$ cat src/rtl/pipe_result_collector.sv
// Result collector for the free-running 3-stage arithmetic pipeline: tags real issues,
// captures their results into a fall-through FIFO and throttles issue with credits.
module pipe_result_collector #(
    parameter int N     = 10,
    parameter int LAT   = 3,
    parameter int DEPTH = 4
) (
    input  logic                     clk,
    input  logic                     rst_n,
    input  logic                     issue_valid,
    output logic                     issue_ready,
    input  logic [N-1:0]             pipe_f,
    output logic                     out_valid,
    output logic [N-1:0]             out_data,
    input  logic                     out_ready,
    output logic [$clog2(DEPTH):0]   count,
    output logic                     err
);

    localparam int AW = $clog2(DEPTH);
    localparam int CW = AW + 1;
    localparam int SW = AW + 2;
    localparam logic [CW-1:0] FULL = CW'(DEPTH);

    logic [LAT-1:0] r_vld;
    logic [AW-1:0]  r_rd_ptr;
    logic [AW-1:0]  r_wr_ptr;
    logic [CW-1:0]  r_count;
    logic           r_err;
    logic [N-1:0]   r_mem [DEPTH];

    logic           w_fire;
    logic           w_write;
    logic           w_pop;
    logic [SW-1:0]  w_inflight;
    logic [SW-1:0]  w_credit_sum;

    // Credits count both buffered results and results still inside the pipeline,
    // so every tagged issue already owns a FIFO slot when its result arrives.
    always_comb begin
        w_inflight = '0;
        for (int i = 0; i < LAT; i++) begin
            w_inflight = w_inflight + SW'(r_vld[i]);
        end
        w_credit_sum = SW'(r_count) + w_inflight;
    end

    assign issue_ready = (w_credit_sum < SW'(DEPTH));
    assign w_fire      = issue_valid & issue_ready;
    assign w_write     = r_vld[LAT-1];
    assign out_valid   = (r_count != '0);
    assign w_pop       = out_valid & out_ready;
    assign out_data    = out_valid ? r_mem[r_rd_ptr] : '0;
    assign count       = r_count;
    assign err         = r_err;

    generate
        if (LAT == 1) begin : g_vld_single
            always_ff @(posedge clk) begin
                if (!rst_n) r_vld <= '0;
                else        r_vld <= w_fire;
            end
        end else begin : g_vld_shift
            always_ff @(posedge clk) begin
                if (!rst_n) r_vld <= '0;
                else        r_vld <= {r_vld[LAT-2:0], w_fire};
            end
        end
    endgenerate

    always_ff @(posedge clk) begin
        if (!rst_n) begin
            r_rd_ptr <= '0;
            r_wr_ptr <= '0;
            r_count  <= '0;
            r_err    <= 1'b0;
        end else begin
            if (w_write) r_wr_ptr <= r_wr_ptr + AW'(1);
            if (w_pop)   r_rd_ptr <= r_rd_ptr + AW'(1);
            case ({w_write, w_pop})
                2'b10:   r_count <= r_count + CW'(1);
                2'b01:   r_count <= r_count - CW'(1);
                default: r_count <= r_count;
            endcase
            if (issue_valid && !issue_ready) r_err <= 1'b1;
        end
    end

    // Storage is deliberately not reset; the pointers and count define what is live.
    always_ff @(posedge clk) begin
        if (rst_n && w_write) r_mem[r_wr_ptr] <= pipe_f;
    end

`ifndef SYNTHESIS
    always @(posedge clk) begin
        if (rst_n) assert (!(w_write && !w_pop && r_count == FULL));
    end
`endif

endmodule

$ cat config.mk
export PLATFORM = sky130hd
export DESIGN_NAME = pipe_result_collector
export DESIGN_NICKNAME = d
export VERILOG_FILES = /design/src/rtl/pipe_result_collector.sv
export SDC_FILE = /design/constraint.sdc
export NUM_CORES = 1
export LEC_CHECK = 0
export CAP_MARGIN = 15
export CORE_UTILIZATION = 40
export CTS_BUF_LIST = sky130_fd_sc_hd__clkbuf_4 sky130_fd_sc_hd__clkbuf_8
export DETAILED_ROUTE_END_ITERATION = 8
export PLACE_DENSITY = 0.6
export SLEW_MARGIN = 20
export SYNTH_ARGS = -nofsm -noshare
export SYNTH_HDL_FRONTEND = slang
export SYNTH_SLANG_ARGS = --single-unit
$ cat constraint.sdc
create_clock -name clk -period 2.7 [get_ports clk]
set_input_delay 0.81 -clock clk [delete_from_list [all_inputs] [get_ports clk]]
set_output_delay 0.81 -clock clk [all_outputs]
set_load 0.005 [all_outputs]
==> results of run 1 <==
placed cells by master, fill, tap and decap left out:
cell              n
dlymetal6s2s_1    7
nor2b_1           2
mux2i_1           1
buf_6             2
dfxtp_2           2
o21ai_0           5
fa_1              2
xnor2_1           1
or3_1             2
ha_1              6
and3_1            5
clkinvlp_4        1
clkdlybuf4s50_1  21
buf_2             1
nor3_4            1
a311oi_2          1
clkbuf_4          2
inv_2             1
clkbuf_8          5
dfxtp_1          11
inv_1             9
buf_4            21
nand4bb_1         1
nand2_1           5
and2_1            5
xor2_1            2
mux4_2           10
edfxtp_1         40
o21ai_1           1
buf_12            1
a21boi_1          2
nor2b_4          10
stage by stage:
step | total power, uW | setup slack, ps | TNS, ps | utilization (%)
after floorplan | 1070 | 348.3 | 0 | -
after global placement | 1198 | -38.11 | -63.05 | 52.20
after detailed placement | 1206 | -108.1 | -206.1 | 52.20
after CTS | 1646 | 4.780 | 0 | 54.28
after global routing | 1704 | 1.709 | 0 | 55.21
final | 1642 | 47.35 | 0 | 55.21
critical path: stages (launching register included):
cell and delay, ps:
dfxtp_2 360, buf_6 120, mux4_2 490, nor2b_4 130
clkdlybuf4s50_1 440
synthesized netlist by cell type:
cell	instances
buf_6	2
clkbuf_2	1
nand2_1	5
mux4_2	10
fa_1	2
a21boi_1	2
nor3_4	1
a311oi_1	1
o21ai_0	5
ha_1	6
and2_1	5
xnor2_1	1
inv_1	10
edfxtp_1	40
clkbuf_1	1
nand4bb_1	1
dfxtp_1	13
o21ai_1	1
and3_1	5
xor2_1	2
or3_1	2
nor2b_4	10
nor2b_1	2
mux2i_1	1
final timing paths:
| kind | startpoint | end | depth (start not counted) |
|---|---|---|---|
| max | flip-flop | out_data[2] | 4 |
| min | err | err | 2 |
| max reg2reg | count[2] | count[2] | 9 |
| min reg2reg | err | err | 2 |
area by class of cell:
| type | instances | area [um2] |
|---|---|---|
| Clock inverter | 1 | 7.507 |
| Tap cell | 70 | 87.58 |
| Clock buffer | 7 | 83.83 |
| Timing Repair Buffer | 53 | 503.0 |
| Fill cell | 434 | 2346 |
| Multi-Input combinational cell | 62 | 708.2 |
| Sequential cell | 53 | 1464 |
| Inverter | 10 | 37.54 |
state kept, by name (all words and copies together), names as in the netlist, named ones only:
| name | count |
|---|---|
| r_mem | 40 |
| r_rd_ptr | 2 |
| r_wr_ptr | 2 |
| r_vld | 3 |
| err | 1 |
| count | 3 |
what timing repair did:
action	CTS	global route
hold buffers	0	0
hold endpoints to repair	0	0
setup buffers	1	4
pin swaps	1	1
setup endpoints to repair	11	11
resized for setup	8	9
routing by layer:
layer  part of all wire, %  GRT usage, %  vias to the layer above
met2                    52         23.66                       18
met3                   2.7         2.976                        4
met1                    44         16.71                      599
li1                      -             -                      583
met5                     0             0                        -
met4                   1.2         5.192                        0
cell families (layout without fill, tap and decap cells):
family	Yosys count	in the layout	share of synthesized area, %
flip-flops	53	53	65.47
AND/OR/NAND/NOR	31	31	12.16
buffers and inverters	14	71	3.083
multiplexers	11	11	10.54
AO/OA/AOI/OAI	9	9	2.410
adder cells (fa/ha/maj)	8	8	5.157
XOR/XNOR	3	3	1.177
power groups by stage:
stage                     sequential [uW]  combinational (uW)  clock (uW)
final                                 898                 298         446
after global routing                  900                 323         481
after CTS                             897                 295         453
after detailed placement              915                 291           0
after global placement                914                 284           0
after floorplan                       917                 153           0
==> run metrics, run 1 <==
status finished clean; Layout Cells excl Fill about 260; Setup violations, final 0; synthesized area between 2000 and 2500 um2; Period minus WS final between 2000 and 3000 ps; Psw 372.1 uW; flop2flop setup slack about 480 ps; routed length per placed instance around 15 um; post-synthesis net count 151; DR iter-0 viols 48; GRT Total Usage between 10% and 20%; f_max 377.0 MHz; number of buffers created by CTS 5; clock skew approximately 8.6 ps; vias in the first global route about 1,300; final hold slack around 470 ps; largest net degree at the start of global routing 16; crit start category flip-flop; total grt overflow 0; Die Area between 5000 and 6000 um2; vias per inst 4.703; H-Tree Depth 2; RSZ-0062 raised after global routing false; CTS tree done; DRC Markers 0; Final Hold Vio Count 0; ant diodes 0; Ports 30; I/O Buffers 29; Synthesis Warnings 0; drt total wl 3.802 mm; MaxCap Viol Count 0; fin crit share 98.25%; clock slew at reported path FFs about 90 ps; Arr. time, crit path between 1500 and 2000 ps; starting density of the core a little over two fifths; register share of total power between 50% and 60%; post-synthesis sequential area ratio 65.47%; Synth cell types 24; Clk network pwr share between 20% and 30%; cells after synthesis approximately 130; Final Net Count around 210; Placed Cells roughly 240; Worst Max-Slew Pin Slew ~260 ps; required time worst endpoint around 1900 ps; Synth area leaders edfxtp_1 54%, dfxtp_1 12%, mux4_2 10%; die height approximately 77 um; root buffer cell clkbuf_8; Yosys reg bits 53; routability cong. approximately 0.68; pins over their slew limit 0; critical path fanouts, max 4; CP Capture Type output pin; critical path class reg2out; hpwl dp 2.630 mm; LEAKAGE 0.001165 uW; Die Wd 76.70 um; Longest Clk Path Bufs 2; worst skew pair latency 300 ps; Int Power about 1300 uW; initial antenna violation count 0; fin area around 2900 um2; power per standard cell area approximately 570 nW/um2; VDD IR max about 0.00028 V; routed via count between 1,000 and 1,500; Sw Ratio a little under a quarter; Max-slew headroom between 80% and 90%; dpl cell area between 2000 and 3000 um2; share of the synthesized area in the top cell type between 50% and 60%; core area 5238 um2; Row Count 26; share of cells above drive strength 1 slightly above 30%; area growth from synthesis to layout 29.54%; syn_area_per_cell roughly 17 um2; global-route wire length before repair ~6.0 mm; Final ANT Viol Nets 0; CTS Sinks 53; worst hold-check path type reg2reg; area leader, netlist edfxtp_1; DR pass1 iterations 4; Gate power share a little under a fifth
Power figures use the tool's default switching activity.
==> inputs of run 2 (changes only) <==
==> constraint.sdc (replaced) <==
create_clock -name clk -period 2.7 [get_ports clk]
set_input_delay 0.405 -clock clk [delete_from_list [all_inputs] [get_ports clk]]
set_output_delay 0.405 -clock clk [all_outputs]
set_load 0.005 [all_outputs]
==> run 2 against run 1 <==
- clock skew shrank 2.5 ps
- combinational power shrank 10%
- die area is the same
- fmax grew 14%
- sequential share of layout area grew 3.3 points
- register-to-register slack gained 150 ps
- critical path depth shrank 1
==> run metrics, run 2 (synthesis gave the netlist of run 1 again) <==
routed via count 1,162 (was 1,204); DRC Markers 0 (unchanged); Reg2Reg Depth 8 (was 9); pins over their slew limit 0 (unchanged); Ports 30 (unchanged); LEAKAGE 0.0009359 uW (was 0.001165 uW); share of cells above drive strength 1 20.96% (was 31.18%); CTS tree done (unchanged); VDD IR max 0.0003136 V (was 0.0002802 V); hpwl dp 2.625 mm (was 2.630 mm); power per standard cell area 587.4 nW/um2 (was 567.7 nW/um2); critical path class reg2out (unchanged); M1 WL 1.492 mm (was 1.685 mm); global-route wire length before repair 6.230 mm (was 6.030 mm); ant diodes 0 (unchanged); Final Hold Vio Count 0 (unchanged); most frequent cells in the layout 40 x edfxtp_1, 28 x clkdlybuf4s50_1, 12 x dfxtp_1 (was 40 x edfxtp_1, 21 x clkdlybuf4s50_1, 21 x buf_4); routed length per placed instance 15.67 um (was 14.85 um); Die Wd 76.70 um (unchanged); Worst Max-Slew Pin Slew 583.6 ps (was 264.2 ps); GRT Total Usage 14.19% (was 13.70%); clock slew at reported path FFs 90 ps (about the same); area growth from synthesis to layout 21.52% (was 29.54%); Int Power 1220 uW (was 1270 uW); crit start category flip-flop (unchanged); Final Net Count 188 (was 207); DR iter-0 viols 41 (was 48); vias per inst 4.903 (was 4.703); MaxCap Viol Count 0 (unchanged); routability cong. 0.6641 (was 0.6838); CTS Sinks 53 (unchanged); Final ANT Viol Nets 0 (unchanged); Longest Clk Path Bufs 2 (unchanged); number of buffers created by CTS 5 (unchanged); end of the critical path out_data[4] (was out_data[2]); initial antenna violation count 0 (unchanged); Layout Cells excl Fill 237 (was 256); fin area 2713 um2 (was 2892 um2); Row Count 26 (unchanged); Setup TNS 0 ps (unchanged); die height 76.70 um (unchanged); total grt overflow 0 (unchanged); CP Capture Type output pin (unchanged); Met3 Routed Length 177 um (was 102 um); WL met2 2.005 mm (was 1.969 mm); required time worst endpoint 2300 ps (was 1890 ps); dpl cell area 2616 um2 (was 2734 um2); Psw 372.9 uW (was 372.1 uW); r2r startpoint count[1] (was count[2]); Period minus WS final 2317 ps (was 2653 ps); starting density of the core 42.62% (unchanged); clock skew 6.144 ps (was 8.632 ps); Placed Cells 229 (was 243); fin crit share 85.82% (was 98.25%); worst skew pair latency 300 ps (about the same); Die Area 5883 um2 (unchanged); critical path fanouts, max 10 (was 4); worst hold-check path type reg2reg (unchanged); Setup violations, final 0 (unchanged); Sw Ratio 23.40% (was 22.67%); core area 5238 um2 (unchanged); Arr. time, crit path 1910 ps (was 1840 ps); I/O Buffers 29 (unchanged); Biggest register r_mem (unchanged); uppermost layer routed met4 (unchanged); DR pass1 iterations 4 (unchanged); commonest non-fill, non-tap cell in the layout edfxtp_1 (unchanged); Max-slew headroom 61.09% (was 82.33%); register share of total power 56.3% (was 54.7%); H-Tree Depth 2 (unchanged); RSZ-0062 raised after global routing false (unchanged); largest net degree at the start of global routing 18 (was 16); f_max 431.6 MHz (was 377.0 MHz); Post-CTS Setup Inserts 0 (was 1); root buffer cell clkbuf_8 (unchanged); RR Endpoint count[2] (unchanged); drt total wl 3.714 mm (was 3.802 mm); flop2flop setup slack 630 ps (was 480 ps); Clk network pwr share 26.9% (was 27.1%); max FFs per register 40 (unchanged); Gate power share 16.8% (was 18.1%); status finished clean (unchanged); vias in the first global route 1,244 (was 1,260); final hold slack 477.4 ps (was 466.4 ps)
==> run 2: layer usage <==
layer | GRT usage [%] | up-vias
met4 | 4.615 | 0
met5 | 0 | -
met2 | 25.36 | 25
met3 | 4.167 | 6
met1 | 16.11 | 581
li1 | - | 550
==> run 2: final cells by class <==
type,instances,area (um2)
fillers,427,2525
flip-flops and latches,53,1463
multi-input cells,62,708.2
repair buffers,34,330.3
well taps,70,87.58
clock buffers,5,68.82
inverters,10,37.54
clock inverters,3,17.52
==> run 2: what timing repair did <==
| action | in CTS | in global routing |
|---|---|---|
| gates resized for setup | 2 | 1 |
| hold endpoints to repair | 0 | 0 |
| hold buffers | 0 | 0 |
| setup endpoints to repair | 1 | 1 |
==> run 2: how the worst min path moves through the flow <==
stage / startpoint / endpoint / slack, ps / cells after the start
floorplan: r_vld[0] / r_vld[1] / 430 / 1
global placement: err / err / 440 / 2
detailed placement: r_vld[0] / r_vld[1] / 450 / 1
CTS: r_vld[0] / r_vld[1] / 480 / 1
global route: r_vld[0] / r_vld[1] / 510 / 1
finish: r_vld[0] / r_vld[1] / 480 / 1
==> run 2: worst max-delay path, cell delays in order, from the launching register on <==
cell and delay [ps]:
dfxtp_1 650, mux4_2 380, nor2b_4 130, clkdlybuf4s50_1 450
==> run 2: power by group through the flow <==
stage	logic, uW	clock network, uW	registers [uW]
CTS	272	450	898
global placement	264	0	916
global route	289	478	900
floorplan	153	0	917
detailed placement	269	0	916
finish	267	428	898
==> run 2: per-stage QoR <==
step	setup WS [ps]	power, uW	utilization, %
detailed placement	186.6	1185	49.95
CTS	8.057	1619	51.74
global placement	271.3	1179	49.95
global route	288.0	1667	51.79
finish	382.8	1593	51.79
floorplan	753.3	1070	-
==> inputs of run 3 (changes only) <==
--- a/config.mk
+++ b/config.mk
@@ -10,7 +10,7 @@
 export CTS_BUF_LIST = sky130_fd_sc_hd__clkbuf_4 sky130_fd_sc_hd__clkbuf_8
 export DETAILED_ROUTE_END_ITERATION = 8
 export PLACE_DENSITY = 0.6
-export SLEW_MARGIN = 20
+export SLEW_MARGIN = 15
 export SYNTH_ARGS = -nofsm -noshare
 export SYNTH_HDL_FRONTEND = slang
 export SYNTH_SLANG_ARGS = --single-unit
==> constraint.sdc (replaced) <==
create_clock -name clk -period 2.53 [get_ports clk]
set_input_delay 0.3795 -clock clk [delete_from_list [all_inputs] [get_ports clk]]
set_output_delay 0.3795 -clock clk [all_outputs]
set_load 0.005 [all_outputs]
==> run 3 against run 2 <==
- sequential share of layout area fell by 1.0 points
- non-clock buffer count rose by 1
- first-iteration DRC count fell by 9.8%
- sequential power rose by 6.6%
- critical path type unchanged
- combinational power rose by 5%
- worst setup slack got worse by 210 ps
- clock power rose by 54%
- cell count rose by 0.42%
- count of clock-buffer cells in the layout did not move
- core utilization rose by 0.96 points
- hold slack improved by 11 ps
==> run metrics, run 3 (synthesis gave the netlist of run 1 again) <==
status finished clean (unchanged); starting density of the core 42.62% (unchanged); core area 5238 um2 (unchanged); dpl cell area 2624 um2 (was 2616 um2); Post-CTS Setup Inserts 0 (unchanged); initial antenna violation count 0 (unchanged); RR Endpoint count[2] (unchanged); commonest non-fill, non-tap cell in the layout edfxtp_1 (unchanged); Worst Max-Slew Pin Slew 555.4 ps (was 583.6 ps); crit start category flip-flop (unchanged); Final ANT Viol Nets 0 (unchanged); Biggest register r_mem (unchanged); Final Net Count 189 (was 188); VDD IR max 0.0003235 V (was 0.0003136 V); CTS Sinks 53 (unchanged); Reg2Reg Depth 8 (unchanged); hold wc startpoint err (was r_vld[0]); critical path fanouts, max 3 (was 10); flop2flop setup slack 450 ps (was 630 ps); root buffer cell clkbuf_8 (unchanged); Hold EP err (was r_vld[1]); drt total wl 3.628 mm (was 3.714 mm); RSZ-0062 raised after global routing false (unchanged); Period minus WS final around 2400 ps; routed length per placed instance 15.24 um (was 15.67 um); area growth from synthesis to layout 23.77% (was 21.52%); Die Area 5883 um2 (unchanged); most frequent cells in the layout 40 x edfxtp_1, 28 x clkdlybuf4s50_1, 13 x dfxtp_1 (was 40 x edfxtp_1, 28 x clkdlybuf4s50_1, 12 x dfxtp_1); worst skew pair latency 300 ps (about the same); ant diodes 0 (unchanged); CP Capture Type output pin (unchanged); Placed Cells 230 (was 229); power per standard cell area 687.5 nW/um2 (was 587.4 nW/um2); Layout Cells excl Fill 238 (was 237); final worst setup slack 172.1 ps (was 382.8 ps); Setup violations, final 0 (unchanged); Post-Place Worst Slack 107.3 ps (was 186.6 ps); required time worst endpoint 2150 ps (was 2300 ps); share of cells above drive strength 1 21.43% (was 20.96%); routed via count 1,160 (was 1,162); LEAKAGE 0.0009620 uW (was 0.0009359 uW); vias in the first global route 1,231 (was 1,244); MaxCap Viol Count 0 (unchanged); largest net degree at the start of global routing 17 (was 18); DRC Markers 0 (unchanged); pins over their slew limit 0 (unchanged); Longest Clk Path Bufs 2 (unchanged); CTS tree done (unchanged); r2r startpoint count[2] (was count[1]); routability cong. 0.7113 (was 0.6641); H-Tree Depth 2 (unchanged); DR pass1 iterations 4 (unchanged); f_max 424.1 MHz; clock slew at reported path FFs 90 ps (about the same); max FFs per register 40 (unchanged); Row Count 26 (unchanged); GRT Total Usage 13.65% (was 14.19%); Final Hold Vio Count 0 (unchanged); Setup TNS 0 ps (unchanged); die height 76.70 um (unchanged); clock skew 5.983 ps (was 6.144 ps); DR iter-0 viols 37 (was 41); total grt overflow 0 (unchanged); I/O Buffers 29 (unchanged); worst hold-check path type reg2reg (unchanged); vias per inst 4.874 (was 4.903); Ports 30 (unchanged); global-route wire length before repair 5.947 mm (was 6.230 mm); Arr. time, crit path 1980 ps (was 1910 ps); fill count 441 (was 427); Die Wd 76.70 um (unchanged); Hold Path Stages 2 (was 1); number of buffers created by CTS 5 (unchanged); fin area 2763 um2 (was 2713 um2); Max-slew headroom 62.97% (was 61.09%); fin crit share roughly 93%; hpwl dp 2.564 mm (was 2.625 mm); critical path class reg2out (unchanged)
==> run 3: where the power goes <==
group,internal (uW),switching [uW]
clock,393,268
sequential,947,10.2
combinational,160,121
==> run 3: worst max-delay path by stage <==
stage                         start          end  slack [ps]  cells past startpoint
after floorplan            count[0]  issue_ready         610                      5
after global placement    out_ready     count[2]         160                      8
after detailed placement  out_ready     count[2]         110                      8
after CTS                  count[0]  issue_ready         150                      6
after global routing       count[0]  issue_ready          30                      6
final                      count[0]  issue_ready         170                      6
==> run 3: layout make-up <==
type / count / area (um2) / share of cell area [%]
flip-flops and latches: 53 / 1461 / 52.90
multi-input cells: 62 / 708.2 / 25.63
repair buffers: 35 / 334.1 / 12.09
well taps: 70 / 87.58 / 3.170
clock buffers: 5 / 68.82 / 2.491
clock inverters: 3 / 65.06 / 2.355
inverters: 10 / 37.54 / 1.359
==> run 3: per-layer routing <==
metal  vias to the layer above  wire length, um  GRT usage (%)
met1                       586             1544          15.67
met5                         -                0              0
met3                         6              131          4.405
met2                        21             1888          23.30
li1                        547                -              -
met4                         0               63          5.769
==> run 3: repair_timing <==
item	4_1_cts	5_1_grt
endpoints found under the hold margin	0	0
gates resized for setup	2	0
hold buffers	0	0
setup endpoints to repair	1	0
==> run 3: through the flow <==
step | hold slack [ps] | util (%) | total power [uW]
2_1_floorplan | 434.9 | - | 1142
3_3_place_gp | 451.3 | 50.10 | 1255
3_5_place_dp | 460.1 | 50.10 | 1262
4_1_cts | 493.4 | 52.75 | 1924
5_1_grt | 520.7 | 52.75 | 1972
6_report | 488.9 | 52.75 | 1899
==> run 3: critical path: stages, from the launching register on <==
cell and delay, ps:
dfxtp_1 340, inv_1 90, fa_1 410, inv_1 60, ha_1 230, a311oi_2 260, dlygate4sd2_1 280
